==> config.mk <==
export PLATFORM = sky130hd
export DESIGN_NAME = rs485_addr_responder
export DESIGN_NICKNAME = d
export VERILOG_FILES = /design/src/rtl/rs485_pkg.sv /design/src/rtl/rs485_frame_rx.sv /design/src/rtl/rs485_addr_responder.sv
export SDC_FILE = /design/constraint.sdc
export NUM_CORES = 1
export LEC_CHECK = 0
export CAP_MARGIN = 20
export CORE_ASPECT_RATIO = 1.2
export CORE_UTILIZATION = 40
export DETAILED_ROUTE_END_ITERATION = 8
export GPL_ROUTABILITY_DRIVEN = 1
export PLACE_DENSITY = 0.72
export SLEW_MARGIN = 15
export SYNTH_ARGS = -nofsm -noshare
export SYNTH_HDL_FRONTEND = slang
export SYNTH_HIERARCHICAL = 1
export SYNTH_SLANG_ARGS = --single-unit
==> constraint.sdc <==
create_clock -name clk -period 2.7 [get_ports clk]
set_clock_uncertainty 0.2 [all_clocks]
set_input_delay 0.405 -clock clk [delete_from_list [all_inputs] [get_ports clk]]
set_output_delay 0.405 -clock clk [all_outputs]
set_load 0.01 [all_outputs]
==> src/rtl/rs485_pkg.sv <==
// Shared definitions for the RS-485 address responder: frame constants,
// RX/TX state encodings and the response checksum helper.
package rs485_pkg;

    localparam int   FRAME_BITS = 11;
    localparam logic MODE_ADDR  = 1'b1;
    localparam logic MODE_DATA  = 1'b0;

    typedef enum logic [2:0] {
        RX_IDLE,
        RX_START,
        RX_DATA,
        RX_MODE,
        RX_STOP
    } rx_state_t;

    typedef enum logic [2:0] {
        TX_IDLE,
        TX_TURN,
        TX_START,
        TX_DATA,
        TX_MODE,
        TX_STOP
    } tx_state_t;

    // One accumulation step of the mod-256 response checksum.
    function automatic logic [7:0] checksum_add(input logic [7:0] acc, input logic [7:0] b);
        return acc + b;
    endfunction

endpackage

==> src/rtl/rs485_frame_rx.sv <==
// RS-485 frame receiver: 2-flop synchroniser, falling-edge start detect,
// mid-bit sampling of start/8 data (LSB first)/mode/stop.
// frame_valid / frame_err pulse the cycle after the stop bit is sampled.
//
// state    | meaning
// ---------+--------------------------------------------------------
// RX_IDLE  | waiting for a synced 1->0 edge (also forced while hold)
// RX_START | timing half a bit to re-check the start bit
// RX_DATA  | sampling 8 data bits, one per bit period
// RX_MODE  | sampling the mode bit
// RX_STOP  | sampling the stop bit, then flag valid or framing error
module rs485_frame_rx
    import rs485_pkg::*;
#(
    parameter int CLKS_PER_BIT = 16
) (
    input  logic       clk,
    input  logic       reset,
    input  logic       rx,
    input  logic       hold,
    output logic [7:0] data_byte,
    output logic       mode,
    output logic       frame_valid,
    output logic       frame_err
);

    localparam int              TMR_W    = $clog2(CLKS_PER_BIT);
    localparam logic [TMR_W-1:0] TMR_FULL = TMR_W'(CLKS_PER_BIT - 1);
    localparam logic [TMR_W-1:0] TMR_HALF = TMR_W'(CLKS_PER_BIT / 2 - 1);
    localparam logic [3:0]       IDX_LAST = 4'(FRAME_BITS - 4);

    logic             rx_meta, rx_sync, rx_prev;
    rx_state_t        state, state_nxt;
    logic [TMR_W-1:0] timer, timer_nxt;
    logic [3:0]       bit_idx, bit_idx_nxt;
    logic [7:0]       shift, shift_nxt;
    logic             mode_nxt, valid_nxt, err_nxt;
    logic             tick;

    assign tick      = (timer == '0);
    assign data_byte = shift;

    // Synchronise rx and keep the previous synced value for edge detection.
    always_ff @(posedge clk or posedge reset) begin
        if (reset) begin
            rx_meta <= 1'b1;
            rx_sync <= 1'b1;
            rx_prev <= 1'b1;
        end else begin
            rx_meta <= rx;
            rx_sync <= rx_meta;
            rx_prev <= rx_sync;
        end
    end

    // State, bit timer, bit index, shift register and result pulses.
    always_ff @(posedge clk or posedge reset) begin
        if (reset) begin
            state       <= RX_IDLE;
            timer       <= '0;
            bit_idx     <= '0;
            shift       <= '0;
            mode        <= 1'b0;
            frame_valid <= 1'b0;
            frame_err   <= 1'b0;
        end else begin
            state       <= state_nxt;
            timer       <= timer_nxt;
            bit_idx     <= bit_idx_nxt;
            shift       <= shift_nxt;
            mode        <= mode_nxt;
            frame_valid <= valid_nxt;
            frame_err   <= err_nxt;
        end
    end

    // Next-state logic; the down-counting timer samples a bit at terminal count.
    always_comb begin
        state_nxt   = state;
        timer_nxt   = timer;
        bit_idx_nxt = bit_idx;
        shift_nxt   = shift;
        mode_nxt    = mode;
        valid_nxt   = 1'b0;
        err_nxt     = 1'b0;
        if (state != RX_IDLE && !tick) begin
            timer_nxt = timer - TMR_W'(1);
        end
        case (state)
            RX_IDLE: begin
                if (rx_prev && !rx_sync) begin
                    state_nxt = RX_START;
                    timer_nxt = TMR_HALF;
                end
            end
            RX_START: begin
                if (tick) begin
                    if (rx_sync) begin
                        state_nxt = RX_IDLE;
                    end else begin
                        state_nxt   = RX_DATA;
                        timer_nxt   = TMR_FULL;
                        bit_idx_nxt = '0;
                    end
                end
            end
            RX_DATA: begin
                if (tick) begin
                    shift_nxt = {rx_sync, shift[7:1]};
                    timer_nxt = TMR_FULL;
                    if (bit_idx == IDX_LAST) begin
                        state_nxt = RX_MODE;
                    end else begin
                        bit_idx_nxt = bit_idx + 4'd1;
                    end
                end
            end
            RX_MODE: begin
                if (tick) begin
                    mode_nxt  = rx_sync;
                    timer_nxt = TMR_FULL;
                    state_nxt = RX_STOP;
                end
            end
            RX_STOP: begin
                if (tick) begin
                    state_nxt = RX_IDLE;
                    if (rx_sync) begin
                        valid_nxt = 1'b1;
                    end else begin
                        err_nxt = 1'b1;
                    end
                end
            end
            default: state_nxt = RX_IDLE;
        endcase
        // The link is half duplex: ignore the line while we are responding.
        if (hold) begin
            state_nxt = RX_IDLE;
        end
    end

endmodule

==> src/rtl/rs485_addr_responder.sv <==
// Half-duplex RS-485 slave endpoint. Answers an address frame matching
// SLAVE_ADDR with RESP_BYTES data frames (mode=0) after a turnaround delay.
// Optional build macro RS485_RESP_CHECKSUM_EN appends a mod-256 sum byte.
//
// state    | meaning
// ---------+--------------------------------------------------------
// TX_IDLE  | bus released, waiting for addr_match
// TX_TURN  | driver enabled, line held high for the turnaround bits
// TX_START | sending start bit (0)
// TX_DATA  | sending 8 data bits LSB first
// TX_MODE  | sending mode bit (data mode, 0)
// TX_STOP  | sending stop bit (1), then next byte or finish
module rs485_addr_responder
    import rs485_pkg::*;
#(
    parameter int          CLKS_PER_BIT    = 16,
    parameter logic [7:0]  SLAVE_ADDR      = 8'h01,
    parameter int          RESP_BYTES      = 2,
    parameter int          TURNAROUND_BITS = 1
) (
    input  logic                    clk,
    input  logic                    reset,
    input  logic                    rx,
    input  logic [8*RESP_BYTES-1:0] resp_data,
    output logic                    tx,
    output logic                    tx_en,
    output logic                    busy,
    output logic                    addr_match,
    output logic                    frame_err,
    output logic                    tx_done
);

`ifdef RS485_RESP_CHECKSUM_EN
    localparam int NB = RESP_BYTES + 1;
`else
    localparam int NB = RESP_BYTES;
`endif
    localparam int               TMR_W     = $clog2(CLKS_PER_BIT);
    localparam int               BYTE_W    = $clog2(RESP_BYTES + 2);
    localparam int               BUF_N     = 1 << BYTE_W;
    localparam logic [TMR_W-1:0]  TMR_FULL  = TMR_W'(CLKS_PER_BIT - 1);
    localparam logic [3:0]        IDX_LAST  = 4'(FRAME_BITS - 4);
    localparam logic [BYTE_W-1:0] LAST_BYTE = BYTE_W'(NB - 1);

    logic [7:0]        rx_byte;
    logic              rx_mode, rx_valid;
    tx_state_t         state, state_nxt;
    logic [TMR_W-1:0]  timer, timer_nxt;
    logic [3:0]        bit_idx, idx_nxt;
    logic [BYTE_W-1:0] byte_cnt, byte_nxt;
    logic              done_nxt, tick;
    logic [7:0]        latch_bytes [BUF_N];
    logic [7:0]        tx_bytes    [BUF_N];
    logic [7:0]        cur_byte;
`ifdef RS485_RESP_CHECKSUM_EN
    logic [7:0]        csum;
`endif

    rs485_frame_rx #(
        .CLKS_PER_BIT (CLKS_PER_BIT)
    ) u_frame_rx (
        .clk         (clk),
        .reset       (reset),
        .rx          (rx),
        .hold        (busy),
        .data_byte   (rx_byte),
        .mode        (rx_mode),
        .frame_valid (rx_valid),
        .frame_err   (frame_err)
    );

    assign addr_match = rx_valid && (rx_mode == MODE_ADDR) && (rx_byte == SLAVE_ADDR);
    assign tx_en      = (state != TX_IDLE);
    assign busy       = tx_en;
    assign tick       = (timer == '0);

    // Response bytes as they would be captured now; unused slots stay zero.
    always_comb begin
        for (int i = 0; i < BUF_N; i++) begin
            latch_bytes[i] = 8'h00;
        end
        for (int i = 0; i < RESP_BYTES; i++) begin
            latch_bytes[i] = resp_data[i*8 +: 8];
        end
`ifdef RS485_RESP_CHECKSUM_EN
        csum = 8'h00;
        for (int i = 0; i < RESP_BYTES; i++) begin
            csum = checksum_add(csum, resp_data[i*8 +: 8]);
        end
        latch_bytes[RESP_BYTES] = csum;
`endif
    end

    // Freeze the payload on addr_match so later resp_data edits don't leak in.
    always_ff @(posedge clk or posedge reset) begin
        if (reset) begin
            for (int i = 0; i < BUF_N; i++) begin
                tx_bytes[i] <= 8'h00;
            end
        end else if (addr_match) begin
            tx_bytes <= latch_bytes;
        end
    end

    // TX state register and counters.
    always_ff @(posedge clk or posedge reset) begin
        if (reset) begin
            state    <= TX_IDLE;
            timer    <= '0;
            bit_idx  <= '0;
            byte_cnt <= '0;
            tx_done  <= 1'b0;
        end else begin
            state    <= state_nxt;
            timer    <= timer_nxt;
            bit_idx  <= idx_nxt;
            byte_cnt <= byte_nxt;
            tx_done  <= done_nxt;
        end
    end

    // TX next-state: every bit (turnaround included) is one full timer period.
    always_comb begin
        state_nxt = state;
        timer_nxt = timer;
        idx_nxt   = bit_idx;
        byte_nxt  = byte_cnt;
        done_nxt  = 1'b0;
        if (state != TX_IDLE && !tick) begin
            timer_nxt = timer - TMR_W'(1);
        end
        case (state)
            TX_IDLE: begin
                if (addr_match) begin
                    timer_nxt = TMR_FULL;
                    byte_nxt  = '0;
                    if (TURNAROUND_BITS > 0) begin
                        state_nxt = TX_TURN;
                        idx_nxt   = 4'(TURNAROUND_BITS - 1);
                    end else begin
                        state_nxt = TX_START;
                    end
                end
            end
            TX_TURN: begin
                if (tick) begin
                    timer_nxt = TMR_FULL;
                    if (bit_idx == 4'd0) begin
                        state_nxt = TX_START;
                    end else begin
                        idx_nxt = bit_idx - 4'd1;
                    end
                end
            end
            TX_START: begin
                if (tick) begin
                    timer_nxt = TMR_FULL;
                    idx_nxt   = '0;
                    state_nxt = TX_DATA;
                end
            end
            TX_DATA: begin
                if (tick) begin
                    timer_nxt = TMR_FULL;
                    if (bit_idx == IDX_LAST) begin
                        state_nxt = TX_MODE;
                    end else begin
                        idx_nxt = bit_idx + 4'd1;
                    end
                end
            end
            TX_MODE: begin
                if (tick) begin
                    timer_nxt = TMR_FULL;
                    state_nxt = TX_STOP;
                end
            end
            TX_STOP: begin
                if (tick) begin
                    if (byte_cnt == LAST_BYTE) begin
                        state_nxt = TX_IDLE;
                        byte_nxt  = '0;
                        done_nxt  = 1'b1;
                    end else begin
                        byte_nxt  = byte_cnt + BYTE_W'(1);
                        timer_nxt = TMR_FULL;
                        state_nxt = TX_START;
                    end
                end
            end
            default: state_nxt = TX_IDLE;
        endcase
    end

    // Line level follows the current state; idle and turnaround are high.
    always_comb begin
        cur_byte = tx_bytes[byte_cnt];
        case (state)
            TX_START: tx = 1'b0;
            TX_DATA:  tx = cur_byte[bit_idx[2:0]];
            TX_MODE:  tx = MODE_DATA;
            default:  tx = 1'b1;
        endcase
    end

endmodule

==> run summary <==
CTS Buf Count - 5
number of synthesized flops with an enable pin - 0
final period utilization - 0.981
HPWL after DPL - 4270 µm
worst setup path class - reg -> out
last element of the critical path - addr_match
Vert. Die Dim - 95.9 µm
Clk Latency, worst-skew pair - 0.32 ns
root buffer cell - clkbuf_8
Routed WL - 5940 µm
Cell Pwr Density - 518 nW/µm²
largest stage delay on the critical path - 0.50 ns
Final Hold Fails - 0
CTS Sinks - 55
synthesis-to-layout area growth - 15.4%
Crit Path Max Fanout - 3
Most used DFF post-synth - dfrtp_1
RSZ-0062 raised after global routing - yes
worst reg2reg setup slack - 0.07 ns
die area - 7700 µm²
Placed Cells - 409
layout cells sized above 1 - 0.160
Hold WC Path Type - in -> async
endpoint type of the worst setup path - output port
Ports - 25
Synth top cells by count - nand2_1, dfrtp_1, inv_1
synthesized flop and latch total - 55
Starting Density - 0.422
Worst VDD drop - 368 µV
nets - 355
setup ws final - 0.0500 ns
CTS tree - done
Die Wd - 80.3 µm
gr busiest metal - met2
RePlAce Congestion - 0.876
GRT Total Usage - 0.165
sequential element share of the synthesized area - 0.469
cell family with most CP delay - simple AND/OR/NAND/NOR gates
wire length per cell - 14.2 µm
Slew Limit Fails - 0
H-tree depth - 2
Crit path required time - 2.10 ns
asr flop ratio synth - 1.00
Netlist cell types - 59
worst r2r src - u_frame_rx/data_byte[2]
met3 Usage GRT - 0.0227
max-capacitance violation count - 0
Leak - 1.52 nW
Startpoint Class - register
DRT Pass-1 Iters - 4
Clock Path Buffers - 2
Syn Area/Cell - 9.74 µm²
Max-Slew Margin vs Limit - 0.656
clock period minus worst slack - 2.65 ns
dominant cell type by area after synthesis - dfrtp_1
ANT nets after route - 0
post-synth top area share - 0.442
critical path arrival - 2.05 ns
Setup crit start - u_frame_rx/data_byte[2]
diode count - 0
yosys warns - 6
status - complete, no violations
mapped cell area - 2940 µm²
crit-path cells - or4_1 -> or4_4 -> inv_2 -> clkdlybuf4s15_2
most numerous cell in the Yosys netlist - nand2_1
row cnt - 33
Max Clk Rate - 377 MHz
slew at the pin closest to its max-slew limit - 0.511 ns
met1 Use GR - 0.195
Synth area leaders - dfrtp_1, nand2_1, mux2_4
Buffers on Ports - 24
global-route wire length before repair - 9900 µm
total number of vias - 2248
vias in the first global route - 2152
detailed-route DRC error count - 0
slowest stage cell on the critical path - or4_1
CP bufs+invs - 2
CTS clk-pin slew, worst paths - 0.12 ns
largest net degree at the start of global routing - 31
Hold Buf Count CTS - 0
Worst Reg-to-Reg Cells - 6
Via density - 5.38
core area - 6980 µm²
# setup viols final - 0
initial antenna violation count - 0
Mapped Cells - 302
Crit path depth - 4
non-filler cells, final - 418
Overflow after GRT - 0
Iter 0 DRT Violations - 210
Critical R2R Capture - bit_idx[2]
Mapped Nets - 327
GRT met2 Usage - 0.313
Setup WS pre-CTS - 0.0538 ns
## timing repair
| item | in CTS | in global routing |
|---|---|---|
| endpoints found under the setup margin | 2 | 4 |
| setup buffers | 1 | 0 |
| resized for setup | 6 | 4 |
## flip-flops by register name, indices dropped and copies added (netlist names)
name and flops:
u_frame_rx/frame_err 1, u_frame_rx/data_byte 8, tx_bytes 16, u_frame_rx/frame_valid 1, u_frame_rx/bit_idx 4, timer 4
u_frame_rx/rx_sync 1, u_frame_rx/state 3, u_frame_rx/timer 4, bit_idx 4, u_frame_rx/rx_meta 1, u_frame_rx/rx_prev 1
state 3, tx_done 1, u_frame_rx/mode 1, byte_cnt 2
## metal layers
layer  wire length, µm  vias up
met2              3190       36
met3               137        6
met1              2570     1105
met4                46        0
met5                 0        -
li1                  -     1101
## cell usage in the layout, fill, tap and decap left out, types with 2 or more instances in the layout
| master | instances |
|---|---|
| a211oi_1 | 2 |
| a21o_1 | 2 |
| a21oi_1 | 7 |
| a2bb2oi_1 | 2 |
| a31oi_1 | 4 |
| buf_4 | 13 |
| clkbuf_8 | 5 |
| clkdlybuf4s50_1 | 22 |
| dfrtp_1 | 51 |
| dfstp_2 | 3 |
| ha_1 | 5 |
| inv_1 | 18 |
| inv_6 | 2 |
| mux2_2 | 4 |
| mux2_4 | 8 |
| mux2i_1 | 3 |
| mux4_2 | 4 |
| nand2_1 | 70 |
| nand2b_1 | 4 |
| nand3_1 | 10 |
| nand3b_1 | 2 |
| nand4b_1 | 2 |
| nor2_1 | 17 |
| nor2b_1 | 3 |
| nor3_1 | 11 |
| nor3b_1 | 4 |
| nor4_1 | 2 |
| o21ai_0 | 8 |
| o22ai_1 | 2 |
| or3_1 | 3 |
| or4_1 | 3 |
## per-stage QoR
step	hold WS (ns)	TNS, ns	instance area (µm²)	utilization	power [mW]
after global placement	0.147	0	3290	0.471	1.27
after detailed placement	0.155	0	3290	0.471	1.29
after floorplan	0.145	0	2940	-	1.21
final	0.120	0	3390	0.486	1.76
after global routing	0.143	-0.0226	3390	0.486	1.85
after CTS	0.121	0	3390	0.486	1.77
## power breakdown
part | switching (mW) | internal [mW]
Combinational | 0.147 | 0.150
Sequential | 0.0814 | 0.892
Clock | 0.296 | 0.190
Total | 0.524 | 1.23
## kinds of logic (layout without fill, tap and decap cells)
logic type,after synthesis,after routing,share of synthesized area
xor+xnor,2,2,0.00596
flops,55,55,0.469
mux,19,19,0.0970
buf+inv,36,65,0.0583
compound gates,44,44,0.110
fa+ha+maj,6,6,0.0281
simple gates,140,140,0.232
## worst reg2reg max path: stages (launching register included)
cell,delay (ns)
dfrtp_1,0.42
or4_1,0.50
or4_4,0.50
buf_6,0.18
a211oi_4,0.22
and2_4,0.19
mux2_4,0.29
## worst min-delay path by stage
stage                             startpoint                   to  slack (ns)  depth (start not counted)
after detailed placement  u_frame_rx/rx_meta   u_frame_rx/rx_sync        0.16                          0
after CTS                              reset  u_frame_rx/timer[1]        0.12                          2
after floorplan           u_frame_rx/rx_meta   u_frame_rx/rx_sync        0.15                          0
after global placement    u_frame_rx/rx_meta   u_frame_rx/rx_sync        0.15                          0
final                                  reset  u_frame_rx/timer[0]        0.12                          2
after global routing                   reset  u_frame_rx/timer[1]        0.14                          2
## final cells by class
type / count / area (µm²)
Inverter: 19 / 71.3
Tap cell: 87 / 109
Fill cell: 645 / 3580
Timing Repair Buffer: 38 / 345
Sequential cell: 55 / 1380
Clock inverter: 3 / 25.0
Multi-Input combinational cell: 211 / 1390
Clock buffer: 5 / 68.8
(Power assumes the default switching activity.)
